File: src/rtl/cr_ahbl_req_sched.sv
// cr_ahbl_req_sched: arbitrates ibus/dbus requests onto one pipelined AHB-Lite master port
module cr_ahbl_req_sched #(
  parameter int STARVE_LIMIT = 4,
  parameter int CNT_W = 3
) (
  input  logic        forever_cpuclk,
  input  logic        cpurst,
  input  logic        ibus_req,
  input  logic [31:0] ibus_addr,
  input  logic [1:0]  ibus_size,
  input  logic [3:0]  ibus_prot,
  input  logic        dbus_req,
  input  logic [31:0] dbus_addr,
  input  logic [1:0]  dbus_size,
  input  logic [3:0]  dbus_prot,
  input  logic        dbus_write,
  input  logic [31:0] dbus_wdata,
  input  logic        power_mask,
  input  logic        cpu_req_grnt,
  input  logic        cpu_trans_cmplt,
  input  logic        cpu_data_vld,
  input  logic        cpu_acc_err,
  input  logic [31:0] cpu_rdata,
  output logic        cpu_req,
  output logic [31:0] cpu_addr,
  output logic [1:0]  cpu_size,
  output logic [3:0]  cpu_prot,
  output logic        cpu_write,
  output logic [31:0] cpu_wdata,
  output logic        ibus_grnt,
  output logic        dbus_grnt,
  output logic        ibus_data_vld,
  output logic        dbus_data_vld,
  output logic        ibus_trans_cmplt,
  output logic        dbus_trans_cmplt,
  output logic        ibus_acc_err,
  output logic        dbus_acc_err,
  output logic [31:0] bus_rdata,
  output logic        ibus_not_granted,
  output logic        sched_idle
);
  typedef enum logic [1:0] {NONE, IBUS, DBUS} own_t;
  typedef enum logic {IDLE, LOCK} state_t;
  state_t state;
  own_t addr_owner, data_owner, owner;
  logic [CNT_W-1:0] cnt;
  logic starved;
  always_comb begin
    starved = cnt >= CNT_W'(STARVE_LIMIT);
    owner = state == LOCK ? addr_owner :
            power_mask ? NONE :
            (dbus_req && (!starved || !ibus_req)) ? DBUS :
            ibus_req ? IBUS : NONE;
  end
  assign cpu_req          = owner != NONE;
  assign cpu_addr         = owner == DBUS ? dbus_addr : owner == IBUS ? ibus_addr : '0;
  assign cpu_size         = owner == DBUS ? dbus_size : owner == IBUS ? ibus_size : '0;
  assign cpu_prot         = owner == DBUS ? dbus_prot : owner == IBUS ? ibus_prot : '0;
  assign cpu_write        = owner == DBUS && dbus_write;
  assign ibus_grnt        = cpu_req_grnt && owner == IBUS;
  assign dbus_grnt        = cpu_req_grnt && owner == DBUS;
  assign ibus_trans_cmplt = cpu_trans_cmplt && data_owner == IBUS;
  assign dbus_trans_cmplt = cpu_trans_cmplt && data_owner == DBUS;
  assign ibus_data_vld    = cpu_data_vld && data_owner == IBUS;
  assign dbus_data_vld    = cpu_data_vld && data_owner == DBUS;
  assign ibus_acc_err     = cpu_acc_err && ibus_trans_cmplt;
  assign dbus_acc_err     = cpu_acc_err && dbus_trans_cmplt;
  assign bus_rdata        = cpu_rdata;
  assign ibus_not_granted = ibus_req && !ibus_grnt;
  assign sched_idle       = state == IDLE && data_owner == NONE;
  always_ff @(posedge forever_cpuclk) begin
    if (cpurst) begin
      state      <= IDLE;
      addr_owner <= NONE;
      data_owner <= NONE;
      cnt        <= '0;
      cpu_wdata  <= '0;
    end else begin
      state <= state == IDLE ? ((cpu_req && !cpu_req_grnt) ? LOCK : IDLE) : (cpu_req_grnt ? IDLE : LOCK);
      if (state == IDLE) addr_owner <= owner;
      data_owner <= (cpu_req && cpu_req_grnt) ? owner : cpu_trans_cmplt ? NONE : data_owner;
      if (dbus_grnt && dbus_write) cpu_wdata <= dbus_wdata;
      cnt <= (ibus_grnt || !ibus_req) ? '0 : (dbus_grnt && !starved) ? cnt + 1'b1 : cnt;
    end
  end
endmodule

File: config.mk
export PLATFORM = sky130hd
export DESIGN_NAME = cr_ahbl_req_sched
export DESIGN_NICKNAME = d
export VERILOG_FILES = /design/src/rtl/cr_ahbl_req_sched.sv
export SDC_FILE = /design/constraint.sdc
export NUM_CORES = 1
export LEC_CHECK = 0
export CORE_AREA = 2 2 104 106
export CTS_CLUSTER_SIZE = 10
export DETAILED_ROUTE_END_ITERATION = 8
export DIE_AREA = 0 0 106 108
export GPL_ROUTABILITY_DRIVEN = 0
export MAX_ROUTING_LAYER = met4
export PLACE_DENSITY = 0.67
export SLEW_MARGIN = 10
export SYNTH_ARGS = -nofsm -noshare
export SYNTH_HDL_FRONTEND = slang
export SYNTH_SLANG_ARGS = --single-unit
export TNS_END_PERCENT = 100
File: constraint.sdc
create_clock -name forever_cpuclk -period 6.35 [get_ports forever_cpuclk]
set_input_delay 1.27 -clock forever_cpuclk [delete_from_list [all_inputs] [get_ports forever_cpuclk]]
set_output_delay 1.27 -clock forever_cpuclk [all_outputs]
set_load 0.01 [all_outputs]
==> results of run 1 <==
[metal layers]
layer  up-vias  routed length [um]  GRT usage
li1       1266                   -          -
met1      1196                3490     0.1673
met2       123                4504     0.2627
met3        16                 606    0.03677
met4         0                 204    0.04135
met5         -                   0          -
[area by class of cell]
cell class / count / area [um^2] / area share
Sequential cell: 40 / 800.8 / 0.1816
Timing Repair Buffer: 203 / 2022 / 0.4584
Inverter: 5 / 18.77 / 0.004255
Tap cell: 136 / 170.2 / 0.03858
Clock buffer: 7 / 96.34 / 0.02184
Multi-Input combinational cell: 185 / 1272 / 0.2885
Clock inverter: 1 / 30.03 / 0.006809
[worst max-delay path: cells and delay by family]
family	cells	cell delay, ns
buffers and inverters	3	1.38
AOI/OAI and AO/OA	2	0.69
and+or+nand+nor	2	0.35
[state kept, by name, indices dropped and copies added (netlist names)]
name,cells
addr_owner,2
cnt,3
cpu_wdata,32
data_owner,2
state,1
[placed cells by master (no fill, tap or decap), drive strengths merged, types with 5 or more instances in the layout]
cell,Yosys,layout
mux2i,32,32
dfxtp,40,40
nand2,71,71
a22o,38,38
nor2,6,6
clkdlybuf4s50,0,199
clkbuf,9,7
nor3,5,5
[stage by stage]
| step | area, um^2 | setup slack [ns] |
|---|---|---|
| after detailed placement | 4284 | 1.371 |
| final | 4410 | 1.351 |
| after global placement | 4284 | 1.382 |
| after global routing | 4410 | 1.221 |
| after CTS | 4410 | 1.367 |
| after floorplan | 2450 | 2.528 |
[cells by family after synthesis]
group | Yosys count
simple gates | 99
flops | 40
fa+ha+maj | 2
mux | 32
compound gates | 52
buf+inv | 56
[how the worst min path moves through the flow]
stage / startpoint / end / slack [ns] / cells after the start
finish: cpu_wdata[12]$_SDFFE_PP0P_ / cpu_wdata[12]$_SDFFE_PP0P_ / 0.46 / 2
global route: cpu_wdata[9]$_SDFFE_PP0P_ / cpu_wdata[9]$_SDFFE_PP0P_ / 0.48 / 2
CTS: cpu_wdata[28]$_SDFFE_PP0P_ / cpu_wdata[28]$_SDFFE_PP0P_ / 0.46 / 2
detailed placement: cpu_wdata[28]$_SDFFE_PP0P_ / cpu_wdata[28]$_SDFFE_PP0P_ / 0.45 / 2
global placement: cpu_wdata[29]$_SDFFE_PP0P_ / cpu_wdata[29]$_SDFFE_PP0P_ / 0.44 / 2
floorplan: cnt[0]$_SDFFE_PP0P_ / cnt[0]$_SDFFE_PP0P_ / 0.46 / 2
[where the power goes]
part / switching (mW) / total (mW) / internal [mW]
sequential: 0.00395 / 0.260 / 0.256
combinational: 0.0708 / 0.198 / 0.127
clock: 0.0855 / 0.224 / 0.139
==> results by stage, run 1 <==
Clock tree:
- The total CTS buffers is 5.
- The clock-pin slew reported for the worst setup and hold paths after clock tree synthesis is 0.08 ns.
- In this run the deepest clock path goes through 2 buffers.
- The number of buffers inserted by hold repair at cts is 0.
- Gates resized during post-CTS repair numbered 0.
- The clock latency on the worst-skew pair is 0.28 ns.
- The H-tree generated during clock tree synthesis spans 2 levels.
- The cell at the root of the clock tree is clkbuf_8.
- For this design, the sink count on the clock tree is 40.
- The clock tree from TritonCTS is built.
- Post-CTS timing repair inserted 0 buffers for setup.

Floorplanning:
- The overall die width is 106 um.
- The floorplan die height is 108 um.
- The die covers 0.01145 mm^2.
- The count of standard-cell rows is 37.
- The total area inside the core boundary comes to 0.01023 mm^2.
- 264 I/O pins were placed.
- The initial core utilization is 0.2395.

Critical path:
- The critical path is of the input pin to output pin type.
- Walking the worst path, the cells encountered are clkdlybuf4s50_1 > and2_1 > o41a_4 > nor2_2 > buf_4 > a22o_1 > clkdlybuf4s50_1.
- The last element of the critical path is cpu_addr[0].
- The data arrival time of the critical path is 3.73 ns.
- By instance count, the cell type seen most on the critical path is clkdlybuf4s50_1.
- Along the worst path, the maximum fanout reaches 38.
- STA classifies the critical path endpoint as an output pin.
- The critical path starts at ibus_req.
- The required time at the worst-slack endpoint is 5.08 ns.
- The minimum setup slack among reg-to-reg paths is 4.35 ns.
- The start of the worst register-to-register path is state$_SDFF_PP0_.
- The slowest stage of the critical path is the clkdlybuf4s50_1 cell.
- Measured in cells, the most critical reg-to-reg path has a length of 4.
- The reg-to-reg critical path endpoint is cpu_wdata[17]$_SDFFE_PP0P_.
- STA classifies the critical path startpoint as an input pin.
- The largest stage delay on the critical path is 0.56 ns.

Cells and area:
- Fill cells in the final layout number 1004.
- The final instance count without filler cells is 577.
- The final layout net count is 592.
- The fraction of final layout cells with drive strength greater than 1 is 0.04308.
- The utilization of the core after routing is 0.4311.
- The area growth from synthesis to final layout is 80.03%.
- The number of antenna diodes is 0.

Placement:
- The placed instance count is 569.
- Port buffering added 199 buffers.
- After legalization and detailed placement, the total HPWL measured 6995 um.

Yosys:
- By area the synthesized netlist is led by dfxtp_1 (33%), a22o_1 (14%), mux2i_1 (13%).
- The number of cells produced by synthesis is 281.
- The most common flop cell mapped by yosys is dfxtp_1.
- The average instance area after synthesis is 8.718 um^2.
- The compound-cell area share of the yosys netlist is 0.1946.
- The xor and xnor area share after synthesis is 0.
- After synthesis the netlist holds a flip-flop and latch count of 40.
- nand2_1 is the most common cell in the netlist.
- The count of cell types in the netlist is 32.
- The share of synthesized area in the top cell type comes to 0.3269.
- The total standard cell area after synthesis is 0.002450 mm^2.
- The simple-gate share of the synthesized area is 0.1818.
- For this run, the number of Yosys warnings is 0.
- The share of synthesized area spent on multiplexers is 0.1307.
- The combinational family with the most area after synthesis is compound AO/OA/AOI/OAI gates.
- Summed over all instances, the cell type with the most area after synthesis is dfxtp_1.
- After synthesis, the most frequently instantiated cells are nand2_1 (71), dfxtp_1 (40), a22o_1 (38).
- The part of the Yosys area used for sequential elements is 0.3269.
- The post-synth net total is 433.
- Counting flops with a built-in enable in the synthesized netlist gives 0.
- The fraction of the mapped netlist area in adder cells is 0.01021.
- The async set or reset register ratio after synthesis is 0.

Power:
- The maximum VDD drop is 107.7 uV.
- The leakage power summed over all cells is 1.600 nW.
- The post-route total power is 682.4 uW.
- The power density relative to cell area is 154.7 mW/mm^2.

Timing:
- The shortest period the worst path allows is 4.999 ns.
- Based on the critical path, the design can be clocked at up to 200.1 MHz.
- For the final database, setup skew stands at 0.01013 ns.
- For the pin with the worst max-slew slack, the measured transition is 0.6372 ns.
- The count of endpoints failing hold in the final timing report is 0.
- Measured against its own limit, the worst slew margin works out to 0.5698.
- In the final timing run, aggregate negative setup slack is 0 ns.
- The count of pins over their slew limit is 0.
- Setup repair after global routing left no endpoint under its margin.
- The setup violation total in the final timing report is 0.
- The post-route clock period utilization is 0.7872.
- The worst hold margin is 0.4594 ns.

Routing:
- The number of iterations in the first detailed-routing pass is 4.
- The via count of the routed design is 2601.
- The routed length per instance is 15.26 um.
- In this run the remaining antenna-violating nets after routing total 0.
- The wire length reported by the detailed router is 8806 um.
- After the first detailed-routing iteration, the DRC count stood at 138.
- For this run, design rule violations remaining after detail routing come to 0.
- Using the TritonRoute via totals, the vias-per-cell ratio works out to 4.508.

GRT:
- The via count of the first global-routing pass was 2672.
- The maximum number of pins on one net before global-route repair is 65.
- The first global-routing pass estimated 13320 um of wire.
- The initial antenna violation count came to 0.
- Across every metal layer, demand over resource in global routing totals 0.1484.
- The total grt overflow is 0.

Hold path:
- In this run the worst hold path is classified as register to register.

Flow run:
- The number of violations of the max-capacitance limit is 0.

Run status:
- The flow ran to the end, and the final reports show no timing, DRC or antenna violations.
No activity file was read; power rests on OpenSTA's default activity.
==> run 2, diff against run 1 <==
CORE_AREA = 2 2 101 103   (was 2 2 104 106)
DIE_AREA = 0 0 103 105   (was 0 0 106 108)
PLACE_DENSITY = 0.7   (was 0.67)
clock period = 4.91 ns   (was 6.35 ns; I/O delays follow)
==> run 2 against run 1 <==
  * Critical path depth did not move
  * Clock power fell by 5%
  * Non-clock buffer count unchanged
  * Sequential share of layout area increased by 0.20 points
  * First-iteration DRC count is 44% lower
  * Combinational power rose by 28%
  * Worst setup slack got worse by 0.80 ns
  * Via count down 0.12%
  * Count of clock-buffer cells in the layout down 2
  * Hold slack got worse by 0.0025 ns
  * Total power grew 18%
==> results by stage, run 2 (synthesis results as in run 1) <==
Run status:
- The run finished with clean final reports.

Clock tree:
- The clock sink total was 40 (unchanged).
- The maximum buffer depth of the clock tree is 2 (unchanged).
- The level count of the clock H-tree is 2 (unchanged).
- The number of buffers inserted by hold repair at cts is 0 (unchanged).
- The number of gates resized after CTS is 0 (unchanged).
- The total CTS buffers is 5 (unchanged).
- The cell sitting at the root of the clock tree is a clkbuf_8.
- The clock latency on the worst-skew pair came to 0.29 ns (about the same).
- The clock-pin slew reported for the worst setup and hold paths after clock tree synthesis is 0.08 ns (about the same).
- The clock tree from TritonCTS is built.
- The post-CTS setup-driven buffer insertion count is 0 (unchanged).

Timing:
- The shortest period the worst path allows is 4.356 ns.
- The setup violation total in the final timing report came to 0 (unchanged).
- The sum of negative setup slack came to 0 ns (unchanged).
- The post-route clock skew is 0.008467 ns (-0.001665 ns).
- The measured slew at the worst slew-check pin is 0.6821 ns (+0.04495 ns).
- The count of endpoints failing hold in the final timing report came to 0 (unchanged).
- Static timing analysis puts the maximum clock frequency at 229.6 MHz.
- The tightest slew margin relative to the limit was 0.5395 (-0.03034).
- The post-route clock period utilization is 0.8872.
- The count of pins over their slew limit was 0 (unchanged).
- Setup repair after global routing left no endpoint under its margin.

Power:
- The leakage power summed over all cells is 1.579 nW (-1.3%).
- The power density relative to cell area is 184.2 mW/mm^2 (+19%).
- The maximum VDD drop is 103.7 uV (-3.7%).
- The post-route total power is 803.4 uW (+18%).

GRT:
- The initial antenna violation count is 0 (unchanged).
- The total grt overflow is 0 (unchanged).
- The global routing usage summed across all routing layers is 0.1475 (-0.0009837).
- The wire length of the first global-routing pass is 12650 um (-5.0%).
- The maximum number of pins on one net before global-route repair is 66 (+1.5%).
- The via count of the first global-routing pass is 2616 (-2.1%).

Cells and area:
- The most common library cell in the layout ignoring fill and taps is clkdlybuf4s50_1.
- Ranked by flip-flop count, first place goes to cpu_wdata.
- The fraction of final layout cells with drive strength greater than 1 is 0.04091 (-0.002175).
- In the final layout, the registers with the most flip-flops are cpu_wdata x32, cnt x3.
- The number of antenna diodes came to 0 (unchanged).
- The number of flip-flops under the largest register name came to 32 (unchanged).
- Leaving out fill and tap cells, the most frequent cells in the layout are clkdlybuf4s50_1 (199), nand2_1 (71), dfxtp_1 (40).
- The final layout net count came to 592 (unchanged).
- From synthesis to final layout, the design area changed by 78.04%.

Routing:
- The antenna violation net count after detailed routing is 0 (unchanged).
- The routed length per instance was 14.53 um (-4.8%).
- The number of iterations in the first detailed-routing pass came to 4 (unchanged).
- The DRC violation count after routing came to 0 (unchanged).
- The mean number of vias per cell came to 4.534 (+0.58%).
- The via count of the routed design is 2598 (-0.12%).
- The wire length reported by the detailed router is 8325 um (-5.5%).
- The number of violations reported at the end of detailed-routing iteration 0 is 77 (-44%).

Hold path:
- The path class of the tightest hold or removal check is register to register.
- The count of cells along the worst hold path is 2 (unchanged).
- The destination of the worst hold path is cpu_wdata[16]$_SDFFE_PP0P_.
- The startpoint of the worst hold path is cpu_wdata[16]$_SDFFE_PP0P_.

Critical path:
- The minimum setup slack among reg-to-reg paths is 2.92 ns (-1.43 ns).
- The data arrival time of the critical path is 3.37 ns (-0.36 ns).
- The logic depth of the worst register-to-register path came to 4 (unchanged).
- The highest fanout seen on the critical path is 38 (unchanged).
- The required time at the worst-slack endpoint was 3.93 ns (-1.15 ns).
- The critical path class is input pin to output pin.
- The startpoint identified for the worst register-to-register timing path is state$_SDFF_PP0_.
- STA classifies the critical path startpoint as an input pin.
- The worst setup path is captured at an output pin.
- The reg-to-reg critical path endpoint is cpu_wdata[25]$_SDFFE_PP0P_.

Floorplanning:
- The overall die width is 103 um (-2.8%).
- The floorplan die height is 105 um (-2.8%).
- The total I/O pin count is 264 (unchanged).
- The initial core utilization is 0.2542 (+0.01470).
- The total die area was 0.01082 mm^2 (-5.5%).
- The area of the core is 0.009639 mm^2 (-5.8%).
- The count of standard-cell rows was 36 (-2.7%).

Placement:
- The number of input and output port buffers inserted is 199 (unchanged).
- The HPWL after detailed placement is 6461 um (-7.6%).

Flow run:
- The number of violations of the max-capacitance limit is 0 (unchanged).
## run 2: cell count changes in the layout (fill, tap and decap cells not counted)
cell        before  now
clkinvlp_4       0    1
clkinv_1         1    0
clkinv_2         0    1
clkbuf_8         7    5
bufinv_16        1    0
inv_1            3    4
## run 2: worst max-delay path by stage
| stage | start | endpoint | slack [ns] | cells after the start |
|---|---|---|---|---|
| 2_1_floorplan | ibus_req | cpu_addr[22] | 1.66 | 6 |
| 4_1_cts | power_mask | cpu_addr[23] | 0.55 | 6 |
| 6_report | ibus_req | cpu_addr[23] | 0.55 | 7 |
| 3_3_place_gp | dbus_req | cpu_addr[7] | 0.60 | 7 |
| 3_5_place_dp | power_mask | cpu_addr[23] | 0.54 | 6 |
| 5_1_grt | ibus_req | cpu_addr[23] | 0.46 | 7 |
## run 2: final cells by class
cell class / count / area (um^2)
Clock buffer: 5 / 68.82
Clock inverter: 2 / 12.51
Fill cell: 973 / 5278
Inverter: 5 / 18.77
Multi-Input combinational cell: 185 / 1272
Sequential cell: 40 / 800.8
Tap cell: 133 / 166.4
Timing Repair Buffer: 203 / 2022
## run 2: power by group
group,total (mW),internal [mW],leakage (nW),switching [mW]
combinational,0.254,0.164,1.22,0.0896
sequential,0.337,0.332,0.324,0.00510
clock,0.213,0.0964,0.0400,0.117
## run 2: layer usage
| layer | vias up | GRT usage | part of all wire |
|---|---|---|---|
| met2 | 109 | 0.2500 | 0.50 |
| met3 | 30 | 0.03545 | 0.072 |
| met4 | 0 | 0.05545 | 0.036 |
| met5 | - | - | 0 |
| li1 | 1264 | - | - |
| met1 | 1195 | 0.1655 | 0.39 |
## run 2: through the flow
step           std cells  setup slack, ns  hold slack, ns  cell area [um^2]  utilization
2_1_floorplan        281            1.664          0.4556              2450            -
3_3_place_gp         566           0.5957          0.4412              4280       0.4441
3_5_place_dp         566           0.5383          0.4475              4280       0.4441
4_1_cts              573           0.5472          0.4607              4362       0.4525
5_1_grt              573           0.4575          0.4822              4362       0.4525
6_report             573           0.5538          0.4569              4362       0.4525
## run 2: critical path, stage by stage
cell	delay, ns
clkdlybuf4s50_1	0.47
and2_1	0.23
o41a_4	0.41
nor2_2	0.11
buf_4	0.36
a22o_1	0.23
clkdlybuf4s50_1	0.55
